### config.mk
export PLATFORM = sky130hd
export DESIGN_NAME = piso_serializer
export DESIGN_NICKNAME = d
export VERILOG_FILES = /design/src/rtl/piso_serializer.sv
export SDC_FILE = /design/constraint.sdc
export NUM_CORES = 1
export LEC_CHECK = 0
export ABC_AREA = 1
export CAP_MARGIN = 20
export CORE_UTILIZATION = 42
export CTS_CLUSTER_DIAMETER = 50
export DETAILED_ROUTE_END_ITERATION = 16
export PLACE_DENSITY = 0.69
export SLEW_MARGIN = 20
export SYNTH_ARGS = -nofsm -noshare
export SYNTH_HDL_FRONTEND = slang
export SYNTH_SLANG_ARGS = --single-unit
### constraint.sdc
create_clock -name CLK -period 2.8 [get_ports CLK]
set_input_delay 0.42 -clock CLK [delete_from_list [all_inputs] [get_ports CLK]]
set_output_delay 0.42 -clock CLK [all_outputs]
set_load 0.02 [all_outputs]
### src/rtl/piso_serializer.sv
// Parallel-in serial-out shifter, MSB first, valid/ready load side.
// Optional even-parity trailer bit compiled in with PISO_PARITY_EN.
module piso_serializer #(
    parameter int WIDTH = 8
) (
    input  logic             CLK,
    input  logic             SYNC_RESET_N,
    input  logic [WIDTH-1:0] DIN,
    input  logic             DIN_VALID,
    output logic             DIN_READY,
    output logic             SOUT,
    output logic             SOUT_VALID,
    output logic             FRAME_START,
    output logic             DONE
);

    localparam int CW = $clog2(WIDTH + 1);
    localparam logic [CW-1:0] LAST = CW'(WIDTH - 1);

`ifdef PISO_PARITY_EN
    typedef enum logic [1:0] {
        IDLE   = 2'd0,
        SHIFT  = 2'd1,
        PARITY = 2'd2
    } state_t;
`else
    typedef enum logic [0:0] {
        IDLE  = 1'b0,
        SHIFT = 1'b1
    } state_t;
`endif

    state_t           state;
    state_t           state_nxt;
    logic [WIDTH-1:0] sreg;
    logic [CW-1:0]    cnt;
    logic             load;
    logic             last_bit;
`ifdef PISO_PARITY_EN
    logic             par;
`endif

    assign load     = DIN_VALID && DIN_READY;
    assign last_bit = (state == SHIFT) && (cnt == LAST);

    // State register
    always_ff @(posedge CLK) begin
        if (!SYNC_RESET_N) begin
            state <= IDLE;
        end else begin
            state <= state_nxt;
        end
    end

    // Next-state decode
    always_comb begin
        state_nxt = state;
        unique case (state)
            IDLE: begin
                if (load) state_nxt = SHIFT;
            end
            SHIFT: begin
                if (last_bit) begin
`ifdef PISO_PARITY_EN
                    state_nxt = PARITY;
`else
                    state_nxt = load ? SHIFT : IDLE;
`endif
                end
            end
`ifdef PISO_PARITY_EN
            PARITY: begin
                state_nxt = load ? SHIFT : IDLE;
            end
`endif
            default: state_nxt = IDLE;
        endcase
    end

    // Shift register, bit counter and parity capture
    always_ff @(posedge CLK) begin
        if (!SYNC_RESET_N) begin
            sreg <= '0;
            cnt  <= '0;
`ifdef PISO_PARITY_EN
            par  <= 1'b0;
`endif
        end else if (load) begin
            sreg <= DIN;
            cnt  <= '0;
`ifdef PISO_PARITY_EN
            par  <= ^DIN;
`endif
        end else if (state == SHIFT) begin
            sreg <= sreg << 1;
            cnt  <= cnt + CW'(1);
        end
    end

    // Output decode from state
    always_comb begin
        DIN_READY   = 1'b0;
        SOUT        = 1'b0;
        SOUT_VALID  = 1'b0;
        FRAME_START = 1'b0;
        DONE        = 1'b0;
        unique case (state)
            IDLE: begin
                DIN_READY = 1'b1;
            end
            SHIFT: begin
                SOUT        = sreg[WIDTH-1];
                SOUT_VALID  = 1'b1;
                FRAME_START = (cnt == '0);
`ifndef PISO_PARITY_EN
                DIN_READY   = last_bit;
                DONE        = last_bit;
`endif
            end
`ifdef PISO_PARITY_EN
            PARITY: begin
                SOUT       = par;
                SOUT_VALID = 1'b1;
                DIN_READY  = 1'b1;
                DONE       = 1'b1;
            end
`endif
            default: begin
                DIN_READY = 1'b0;
            end
        endcase
    end

endmodule

# ---- After elaboration in Yosys (flattened, before gate mapping)
# Index checks and enable logic that the tools add are counted.
dict set report word_totals {
  inputBits 11
  ff_bits 13
}
dict set report op_classes {
  n_reduce_logical 5
  n_eq_ne 1
  add_sub_neg 1
  bitwise_logic 2
  muxes 10
}
# op n
set op_table {}
lappend op_table {{8-bit 2-to-1 mux} 2}
lappend op_table {{1-bit 2-to-1 mux} 6}
lappend op_table {{4-bit by 1-bit adder with 4-bit output, second input constant} 1}
lappend op_table {{4-bit by 3-bit equality test with 1-bit output, second input constant} 1}
lappend op_table {{4-bit logical NOT} 1}
lappend op_table {{1-bit one-hot mux with 2 select lines} 2}
lappend op_table {{1-bit logical AND} 2}
lappend op_table {{1-bit inverter} 2}
lappend op_table {{2-bit nonzero test} 1}
lappend op_table {{2-bit OR reduction} 1}

# ---- Logic depth before layout (Yosys ltp)
dict set report depth {
  word_depth 7
  ltp_mapped 7
  mapped_depth_nobuf 7
}

# ---- Least setup slack after synthesis
# Ideal clock, no wire load.
dict set report synth_timing {
  path_type {flip-flop to output port}
  from {register state}
  to {output port DONE}
  t_arrival_ns 0.988
  path_slack_ns 1.392
  n_path_buf 1
  required_time_ns 2.380
  path_stages_with_launch 4
  path_cell_list {dfxtp_1 buf_6 nand2_1 nor2_1}
}
dict set report synth_between {
  elab_chain_len 2
}
# element line
set synth_lines {}
lappend synth_lines {{start, declared} 33} ;# state_t state;
lappend synth_lines {{start signal, assigned} 51} ;# state <= state_nxt;
lappend synth_lines {{1-bit logical AND} 44} ;# assign last_bit = (state == SHIFT) && (cnt == LAST);
lappend synth_lines {{1-bit 2-to-1 mux (*)} 107} ;# unique case (state)
lappend synth_lines {{end, declared} 14} ;# output logic DONE
# Mark *: on every way between the ends. The rest lies on a longest branch, timed or not.

# ---- Final worst setup path
dict set report layout_timing {
  from {register cnt[0]}
  to {output port DIN_READY}
}
dict set report layout_between {
  elab_chain_len 3
}
# element line
set layout_lines {}
lappend layout_lines {{start, declared} 36} ;# logic [CW-1:0] cnt;
lappend layout_lines {{start signal, assigned} 96} ;# cnt <= cnt + CW'(1);
lappend layout_lines {{4-bit by 3-bit equality test with 1-bit output} 44}
lappend layout_lines {{1-bit logical AND} 44}
lappend layout_lines {{1-bit one-hot mux with 2 select lines} 107}
lappend layout_lines {{end, declared} 10} ;# output logic DIN_READY,
# Every way passes these cells.

==> results.toml <==
[placement]
dpl.hpwl_um = 965
numPortBuffers = 15
gp_congestion = 0.751

[sta]
hold_viol = 0
tns_ns = 0
slew_headroom_pct = 67.1
drv_slew = 0
finalCritPeriodShare_pct = 79.9
hold_ws_ns = 0.483
finalWorstPathRequiredPeriod_ns = 2.24
rsz0062_at_grt = "false"
finalSetupViolations = 0
skew_ns = 0.00604
tightestPinTransition_ns = 0.492
fmax_mhz = 447

[logic_synthesis]
synth-async-reset-ratio_pct = 0
seq_area_frac_synth_pct = 34.7
synth_cell_type_count = 21
yosysTopAreaCell = "dfxtp_1"
yosys.area.top_type_share_pct = 34.7
dominantRegCellSynth = "dfxtp_1"
syn_area_per_cell_um2 = 7.43
synth_cells = 101
synth_top_family_by_area = "simple AND/OR/NAND/NOR gates"
synthMostInstantiatedCell = "nor2_1"
synthXorXnorAreaFrac_pct = 3.50
synth-edff-count = 0
synth_mux_area_share_pct = 0
ys_seq_elements = 13
synth_common_cells = "nor2_1 (21), dfxtp_1 (13), inv_1 (13)"
synth_compound_area_share_pct = 14.8
synth_fa_ha_area_share_pct = 3.33
synthesis.area_um2 = 751
ys_top_cells_by_area = "dfxtp_1 (35%), nor2_1 (10%), a21oi_2 (8.2%)"
synth_warnings = 0
synthSimpleGateAreaFrac_pct = 28.5
syn-num-nets = 114

[floorplan]
dieArea_mm2 = 0.00196
die_h_um = 44.3
ioPinCount = 16
initial_core_util_pct = 47.1
core_area_mm2 = 0.00159
num_rows = 14
die_x_um = 44.3

[clock_network]
cts_tree = "built"
clk_latency_ns = 0.27
root_buffer = "clkbuf_4"
cts_buffer_depth = 2
cts_resized = 0
cts.sinks = 13
cts_hold_buf = 0
postCtsSetupBuffers = 0
clkTransAtPathRegs_ns = 0.08
cts_max_level = 1
numCtsBuffers = 3

[critical_path]
end_kind = "output port"
crit_path_max_fanout = 18
crit_type = "flop to output port"
cp-start-kind = "flop"
critPathRequiredTime_ns = 2.38
crit_arrival_ns = 1.82

[worst_hold_path]
worstHoldPathType = "flop to flop"

[grt]
antenna_found_initial = 0
grt_pass1_vias = 540
grtUsageTotal_pct = 17.3
grt_pass1_wl_mm = 2.44
grt-ovfl-total = 0
grt_start_max_net_pins = 19

[route]
vias = 630
routedWlPerCell_um = 9.57
postRouteAntennaNets = 0
vias_per_cell = 4.50
drc_errors = 0
drtPass1Iterations = 4
totalWireLength_mm = 1.34
first_iter_violations = 7

[power]
seq_power_share_pct = 50.6
clockPowerShare_pct = 28.5
p_int_mw = 0.291
power_density_mw_per_mm2 = 450
power_frac_comb_pct = 20.8
switching_share_pct = 28.4
p_leak_nw = 0.371
peakVddDrop_v = 0.000282
net-switching-power_mw = 0.115

[layout]
antenna_cells = 0
finalNetCount = 130
area.growth.synth_to_final_pct = 20.3
seq_area_um2 = 260
layout-drive-gt1-share_pct = 14.7
nFillCells = 150
multi_input_comb_area_um2 = 377

[flow_run]
maxCapViolCount = 0

[run_status]
status = "complete, no violations"
-- critical path, cell delays in order (launching register included) --
cell and delay, ns:
dfxtp_1 0.39, ha_1 0.20, nand3_2 0.10, nand2_4 0.21, clkdlybuf4s50_1 0.65
-- cell usage in the layout (no fill, tap or decap), drive strengths merged --
cell / n
nand4: 1
dfxtp: 13
inv: 14
o21ai: 7
nand3: 10
buf: 1
nor2: 22
ha: 2
clkdlybuf4s50: 15
xor2: 2
a21oi: 10
nand2: 14
xnor2: 1
clkbuf: 4
-- layer usage --
| metal | GRT usage [%] | part of all wire [%] | routed length, µm |
|---|---|---|---|
| met5 | 0 | 0 | 0 |
| met4 | 10.9 | 0.97 | 13 |
| met3 | 5.31 | 4.1 | 55 |
| met2 | 25.3 | 45 | 603 |
| met1 | 22.0 | 50 | 667 |
-- power groups by stage --
stage | Clock [mW] | Combinational (mW) | Sequential [mW]
2_1_floorplan | 0 | 0.0651 | 0.207
3_3_place_gp | 0 | 0.0833 | 0.209
3_5_place_dp | 0 | 0.0849 | 0.210
4_1_cts | 0.121 | 0.0851 | 0.206
5_1_grt | 0.133 | 0.0952 | 0.208
6_report | 0.116 | 0.0846 | 0.206
-- sequential cells by signal, indices dropped and copies added (netlist names) --
register / flops
state: 1
sreg: 8
cnt: 4
-- final cells by class --
cell class / count / area share, %
Clock buffer: 4 / 2.91
Timing Repair Buffer: 16 / 17.5
Inverter: 14 / 5.82
Multi-Input combinational cell: 69 / 41.7
Tap cell: 24 / 3.32
Sequential cell: 13 / 28.8
-- path summary, 6_finish.rpt --
path / start / endpoint / slack, ns / depth (start not counted)
worst max register to register: cnt[0]$_SDFFE_PP0P_ / sreg[3]$_SDFFE_PN0P_ / 1.48 / 7
worst max-delay path: cnt[0]$_SDFFE_PP0P_ / DIN_READY / 0.56 / 4
worst min register to register: sreg[0]$_SDFFE_PN0P_ / sreg[0]$_SDFFE_PN0P_ / 0.48 / 2
worst min-delay path: sreg[0]$_SDFFE_PN0P_ / sreg[0]$_SDFFE_PN0P_ / 0.48 / 2
-- cell families after synthesis --
kind of cell | count (synthesis)
AO/OA/AOI/OAI | 17
XOR/XNOR | 3
adder cells (fa/ha/maj) | 2
buffers and inverters | 19
flip-flops | 13
AND/OR/NAND/NOR | 47
-- stage by stage --
stage	total power, mW	instance area, µm²	util (%)	setup slack [ns]	std cells
floorplan	0.272	751	-	1.39	101
global placement	0.293	877	55.0	0.886	136
detailed placement	0.295	877	55.0	0.865	136
CTS	0.412	903	56.7	0.550	140
global route	0.436	903	56.7	0.447	140
finish	0.406	903	56.7	0.563	140
Note: power is estimated with default switching activity, not from simulation.
